[src/rtl/cmp_arbiter.sv]
// cmp_arbiter: round-robin arbiter sharing one compare datapath among
// NREQ (2..4) requesters. Accept -> EVAL -> RESP; the 1-bit result is held
// until resp_ready.
// Optional feature macro: CMP_ARB_SIGNED_EN adds req_signed, which selects
// two's-complement ordering for the relational opcodes (001..100).
module cmp_arbiter #(
  parameter int NREQ  = 2,
  parameter int WIDTH = 32
) (
  input  logic                  clock,
  input  logic                  reset_n,
  input  logic [NREQ-1:0]       req_valid,
  output logic [NREQ-1:0]       req_ready,
  input  logic [NREQ*WIDTH-1:0] req_a,
  input  logic [NREQ*WIDTH-1:0] req_b,
  input  logic [NREQ*3-1:0]     req_op,
`ifdef CMP_ARB_SIGNED_EN
  input  logic [NREQ-1:0]       req_signed,
`endif
  output logic                  resp_valid,
  input  logic                  resp_ready,
  output logic [1:0]            resp_id,
  output logic                  resp_result
);

  typedef enum logic [1:0] {
    IDLE = 2'd0,
    EVAL = 2'd1,
    RESP = 2'd2
  } state_t;

  state_t state, state_next;

  logic [1:0]       last_grant;
  logic [1:0]       grant_idx;
  logic [1:0]       cand;
  logic             grant_found;
  logic [NREQ-1:0]  valid_rot;
  logic             accept;

  logic [WIDTH-1:0] a_sel, b_sel;
  logic [2:0]       op_sel;
  logic [WIDTH-1:0] lat_a, lat_b;
  logic [2:0]       lat_op;
  logic [1:0]       lat_id;
  logic             cmp_out;
  logic             is_eq, is_lt;
`ifdef CMP_ARB_SIGNED_EN
  logic             signed_sel;
  logic             lat_signed;
`endif

  // Round-robin search starting just after the last granted requester
  always_comb begin
    grant_found = 1'b0;
    grant_idx   = '0;
    cand        = '0;
    valid_rot   = '0;
    for (int unsigned k = 1; k <= NREQ; k++) begin
      cand      = 2'((32'(last_grant) + k) % NREQ);
      valid_rot = req_valid >> cand;
      if (!grant_found && valid_rot[0]) begin
        grant_found = 1'b1;
        grant_idx   = cand;
      end
    end
  end

  assign accept = (state == IDLE) && grant_found;

  // Operand selection for the current winner
  always_comb begin
    a_sel  = WIDTH'(req_a >> (int'(grant_idx) * WIDTH));
    b_sel  = WIDTH'(req_b >> (int'(grant_idx) * WIDTH));
    op_sel = 3'(req_op >> (int'(grant_idx) * 3));
`ifdef CMP_ARB_SIGNED_EN
    signed_sel = 1'(req_signed >> grant_idx);
`endif
  end

  // State register
  always_ff @(posedge clock or negedge reset_n) begin
    if (!reset_n) state <= IDLE;
    else          state <= state_next;
  end

  // Next-state logic
  always_comb begin
    state_next = state;
    unique case (state)
      IDLE:    if (grant_found) state_next = EVAL;
      EVAL:    state_next = RESP;
      RESP:    if (resp_ready) state_next = IDLE;
      default: state_next = IDLE;
    endcase
  end

  // Output logic: ready is a one-hot grant only while idle
  always_comb begin
    req_ready = '0;
    for (int unsigned i = 0; i < NREQ; i++) begin
      req_ready[i] = accept && (grant_idx == 2'(i));
    end
    resp_valid = (state == RESP);
  end

  // Compare of latched operands; signed ordering only affects relational ops
  always_comb begin
    is_eq = (lat_a == lat_b);
`ifdef CMP_ARB_SIGNED_EN
    is_lt = lat_signed ? ($signed(lat_a) < $signed(lat_b)) : (lat_a < lat_b);
`else
    is_lt = (lat_a < lat_b);
`endif
    unique case (lat_op)
      3'b000:  cmp_out = is_eq;
      3'b001:  cmp_out = !is_lt;
      3'b010:  cmp_out = is_lt || is_eq;
      3'b011:  cmp_out = !(is_lt || is_eq);
      3'b100:  cmp_out = is_lt;
      3'b101:  cmp_out = !is_eq;
      default: cmp_out = 1'b0;
    endcase
  end

  // Request latch on acceptance, result capture in EVAL
  always_ff @(posedge clock or negedge reset_n) begin
    if (!reset_n) begin
      lat_a       <= '0;
      lat_b       <= '0;
      lat_op      <= '0;
      lat_id      <= '0;
      last_grant  <= 2'(NREQ - 1);
      resp_result <= 1'b0;
`ifdef CMP_ARB_SIGNED_EN
      lat_signed  <= 1'b0;
`endif
    end else begin
      if (accept) begin
        lat_a      <= a_sel;
        lat_b      <= b_sel;
        lat_op     <= op_sel;
        lat_id     <= grant_idx;
        last_grant <= grant_idx;
`ifdef CMP_ARB_SIGNED_EN
        lat_signed <= signed_sel;
`endif
      end
      if (state == EVAL) resp_result <= cmp_out;
    end
  end

  assign resp_id = lat_id;

endmodule

[config.mk]
export PLATFORM = sky130hd
export DESIGN_NAME = cmp_arbiter
export DESIGN_NICKNAME = d
export VERILOG_FILES = /design/src/rtl/cmp_arbiter.sv
export SDC_FILE = /design/constraint.sdc
export NUM_CORES = 1
export LEC_CHECK = 0
export CAP_MARGIN = 30
export CORE_MARGIN = 2
export CORE_UTILIZATION = 48
export DETAILED_ROUTE_END_ITERATION = 8
export PLACE_DENSITY_LB_ADDON = 0.08
export SETUP_SLACK_MARGIN = 0.4
export SYNTH_ARGS = -nofsm -noshare
export SYNTH_HDL_FRONTEND = slang
export SYNTH_SLANG_ARGS = --single-unit
[constraint.sdc]
create_clock -name clock -period 5.8 [get_ports clock]
set_clock_uncertainty 0.15 [all_clocks]
set_input_delay 1.74 -clock clock [delete_from_list [all_inputs] [get_ports clock]]
set_output_delay 1.74 -clock clock [all_outputs]
set_load 0.01 [all_outputs]
# Word-level counts from Yosys, hierarchy flattened
# Cells that the tools add are included.
# op_classes
addsub,2
mul,1
div_mod_pow,0
n_lt_le_gt_ge,1
n_eq_ne,11
n_shift,5
muxes,8
bitwise,0
reduce_logical,13
# ops
cell,n
$shr A64 B6 Y32,2
$eq A32 B32 Y1,1
$lt A32 B32 Y1,1
$eq A3 B2 Y1 const B,2
$eq A3 B3 Y1 const B,2
$pmux W1 S6,1
$pmux W2 S3,1
$shr A6 B4 Y3,1
$logic_and A1 B1 Y1,4
$logic_not A1 Y1,4
$logic_not A2 Y1,2
$mux W1,4
$mux W2,2
$shr A2 B1 Y1,2
$eq A3 B1 Y1 const B,1
$logic_not A3 Y1,1
$mul A1 B2 Y3 const B,1
$add A1 B1 Y1 const B,2
$eq A2 B1 Y1 const B,1
$eq A2 B2 Y1 const B,1
$ne A2 B1 Y1 const B,1
$ne A2 B2 Y1 const B,1
$reduce_and A2 Y1,1
$eq A1 B1 Y1 const B,1
$logic_or A1 B1 Y1,1
# totals
ff_bits,72
latchBits,0
ram_bits,0
romBits,0
inputBits,139
output_inout_bits,6
elab_cells,48
n_memories,0

# Longest topological paths before layout
# depth
word_depth,8
ltp_mapped,9
depth_no_buf,9

# Worst setup path after synthesis
# No wires, ideal clock.
# synth_path
kind,input to output
startpoint,input port req_valid[0]
endpoint,output port req_ready[1]
arrival_time_ns,2.457
required_time_ns,3.910
path_slack_ns,1.453
path_stages,4
path_buffers,2
path_cell_list,nand2_1 > and3_1 > clkbuf_1 > clkbuf_1
# synth_between
elab_chain_len,7
word_cells_on_any_way,11
cone_classes,1 x eq/ne; 2 x shift; 4 x mux; 4 x reduce/logical
# synth_rtl
element,line_no,rtl
start: declaration,12,"input logic [NREQ-1:0] req_valid,"
$shr A2 B1 Y1,61,valid_rot = req_valid >> cand;
$mux W1,62,if (!grant_found && valid_rot[0]) begin
$logic_not A1 Y1,62,
$logic_and A1 B1 Y1,62,
$mux W1,62,
$eq A1 B1 Y1 / $logic_and A1 B1 Y1 (equally long branches),"102, 69",
$logic_and A1 B1 Y1 *,102,req_ready[i] = accept && (grant_idx == 2'(i));
end: declaration,13,"output logic [NREQ-1:0] req_ready,"
# Every way passes the cells marked *; elsewhere a longest branch is shown, timed or not.

# Final worst setup path
# layout_path
startpoint,input port req_valid[1]
endpoint,output port req_ready[0]
# layout_between
elab_chain_len,7
word_cells_on_any_way,11
cone_classes,2 x shift; 4 x mux; 5 x reduce/logical
# layout_rtl
element,line_no
$shr A2 B1 Y1,61
$mux W1,62
$logic_not A1 Y1,62
$logic_and A1 B1 Y1,62
$mux W1,62
$logic_not A2 Y1 / $logic_and A1 B1 Y1 (equally long branches),"102, 69"
$logic_and A1 B1 Y1 *,102
# Marks and branches as above.

==> reports/summary.txt <==
======================================================================================
Run status                                                                complete, no violations
Post-route DRC                                                                       0
IO buf count                                                                       143
Library cell contributing the largest single delay on the critical path   clkdlybuf4s50_1
Net count of the finished layout                                                   678
Predominant post-synthesis flop cell                                           dfrtp_1
Net count after synthesis                                                          544
Starting utilization of the core area                                            49.6%
Layout fillers                                                                     574
HPWL after DPL                                                                 7080 um
Vias after detailed routing                                                       3418
Most common library cell in the layout ignoring fill and taps             clkdlybuf4s50_1
# placed instances                                                                 598
Min-delay worst type                                                      flop to flop
Number of antenna violations at the first check in global routing                    0
Total global routing track utilization                                           23.7%
Htree depth                                                                          3
Final core occ                                                                   72.0%
Post-placement setup slack                                                    0.756 ns
RSZ-0062 raised after global routing                                             false
Die height                                                                     93.4 um
Post-synth EDFFs                                                                     0
CTS tree                                                                          done
Ys async rst share                                                                100%
Synth area leaders                                                        dfrtp_1 (46%), a222oi_1 (17%), ha_1 (10%)
Routed WL per cell                                                             16.0 um
Top fanout value on the critical path                                                3
Transition time at the pin with the least slew margin                         0.885 ns
Chain of cells forming the critical path                                  clkdlybuf4s50_1 -> o21ai_4 -> a21oi_4 -> clkdlybuf4s50_1
Hold violation total from the final report                                           0
Portion of the post-synthesis area used by sequential elements                   47.0%
Antenna-violating nets left                                                          0
Startpoint kind of the worst setup timing path                              input port
Core outline area                                                            7730 um^2
# rows                                                                              32
Worst EP arrival                                                               3.14 ns
Minimum period implied by the final worst setup slack                          5.03 ns
Maximum capacitance violations                                                       0
CTS hold repair buffers                                                              0
Power per cell area                                                        481 nW/um^2
Via-to-Cell Ratio                                                                 5.58
Fraction of final layout cells sized beyond drive strength 1                     5.68%
Routed length on met3                                                           565 um
Count of clock tree sinks                                                           72
Required time at the worst-slack endpoint                                      3.91 ns
Cell count after synthesis                                                         373
Setup-failing EPs final                                                              0
Deepest clock path buffer count                                                      2
# Post-CTS Setup Buffers                                                             0
Area of the mapped netlist                                                   3830 um^2
Iteration count of the initial detailed-routing pass                                 8
Highest-count cells in the layout ignoring fill and taps                  clkdlybuf4s50_1 (142), inv_1 (102), dfrtp_1 (71), a222oi_1 (67), ha_1 (32)
TritonCTS Buffers                                                                    9
Clock slew at the register clock pins of the worst setup and hold paths        0.07 ns
Cell chosen for the clock root                                                clkbuf_8
Area growth syn-to-layout                                                        45.0%
Finished layout cell area                                                    5560 um^2
Routed metal-1 wirelength                                                      4240 um
Warnings from Yosys                                                                  0
Maximum single-stage delay on the critical path                                0.59 ns
Wire length on met2                                                            4800 um
Final wirelength                                                               9830 um
Mean area per synthesized cell                                               10.3 um^2
DR iter-0 viols                                                                    348
Resized Gates After CTS                                                              0
Tightest slew margin relative to the limit                                       41.0%
Cell repeated most along the worst path                                   clkdlybuf4s50_1
Vias in the first global route                                                    3418
Critical path endpoint category                                            output port
Grt total ovfl                                                                       0
Final cycle utilization of the critical path                                     86.7%
Gpl congestion                                                                   0.847
Highest layer used for signal routing                                             met4
F_max                                                                        0.199 GHz
Number of standard cells in the layout, taps in and fillers out                    613
Static leakage power                                                           2.74 nW
Width of the die                                                               93.4 um
First-pass GRT wire length                                                    16200 um
Area fraction of the dominant cell type after synthesis                          46.3%
Clk_lat worst skew                                                             0.34 ns
Die outline area                                                             8720 um^2
Largest voltage drop on the vdd net                                           0.253 mV
Setup slack of the critical path after layout                                 0.769 ns
Flop and latch count out of synthesis                                               72
Setup Total Neg Slack                                                             0 ns
Largest net degree at the start of global routing                                   73
Area after DPL                                                               5340 um^2
Number of pins with negative max-slew slack in the final report                      0
IO Count                                                                           145
Antenna cells                                                                        0
Cell taking the most area after synthesis                                      dfrtp_1
Worst Path Class, Setup                                                   input port to output port
Distinct cell type count after synthesis                                            37
======================================================================================
-- metrics by stage --
stage	hold slack, ns	power, mW
after detailed placement	0.315	2.25
after global routing	0.367	2.94
after floorplan	0.306	1.84
final	0.330	2.68
after CTS	0.332	2.70
after global placement	0.314	2.18
-- path summary, 6_finish.rpt --
kind	startpoint	endpoint	slack [ns]	depth (start not counted)
worst max-delay path	req_valid[1]	req_ready[0]	0.77	4
min in group asynchronous	reset_n	lat_b[1]	1.36	1
worst min-delay path	resp_id[0]	resp_id[0]	0.33	1
max in group asynchronous	reset_n	lat_a[16]	3.56	1
worst min register to register	resp_id[0]	resp_id[0]	0.33	1
worst max register to register	lat_b[15]	resp_result	3.29	9
-- cell usage after synthesis, types with 2 or more instances --
| library cell | count |
|---|---|
| buf_2 | 3 |
| nand3_1 | 3 |
| o211a_1 | 2 |
| nor2_1 | 8 |
| nand2b_1 | 3 |
| o21ai_1 | 2 |
| clkbuf_1 | 19 |
| nand2_1 | 13 |
| ha_1 | 32 |
| a21o_1 | 3 |
| a21oi_1 | 14 |
| o21ai_0 | 6 |
| nand4_1 | 4 |
| inv_1 | 102 |
| a222oi_1 | 67 |
| dfrtp_1 | 71 |
-- sequential cells by signal, indices dropped and copies added, names as in the netlist --
name and cells:
last_grant 1, lat_a 32, lat_b 32, lat_op 3
resp_id 1, resp_result 1, state 2
-- layout make-up --
cell class              instances  area (um^2)  share of cell area, %
inverters                     102          383                   6.89
clock inverters                 3         65.1                   1.17
multi-input cells             176         1580                   28.3
flip-flops and latches         72         1800                   32.4
repair buffers                146         1450                   26.1
well taps                     102          128                   2.30
clock buffers                  12          155                   2.79
-- worst max-delay path, delay by kind of cell --
family	cells	cell delay, ns
AO/OA/AOI/OAI	2	0.27
buffers and inverters	2	1.14
-- kinds of logic (layout without fill, tap and decap cells) --
kind of cell / count (synthesis) / after routing / synth area share [%]
adders and majority gates: 32 / 32 / 10.4
other: 1 / 1 / 0.0978
and+or+nand+nor: 40 / 40 / 6.17
buffers and inverters: 125 / 263 / 12.4
DFF: 72 / 72 / 47.0
AOI/OAI and AO/OA: 103 / 103 / 23.8
-- routing by layer --
layer / vias to the layer above / global-route usage (%)
met4: 0 / 10.4
met3: 18 / 5.08
li1: 1645 / -
met2: 142 / 38.1
met1: 1613 / 31.0
met5: - / 0
-- where the power goes --
part / switching, mW / leakage (nW) / internal, mW
registers: 0.161 / 0.876 / 0.760
clock network: 0.175 / 0.112 / 0.263
logic: 0.707 / 1.75 / 0.609
total: 1.04 / 2.74 / 1.63
(Power assumes the default switching activity.)
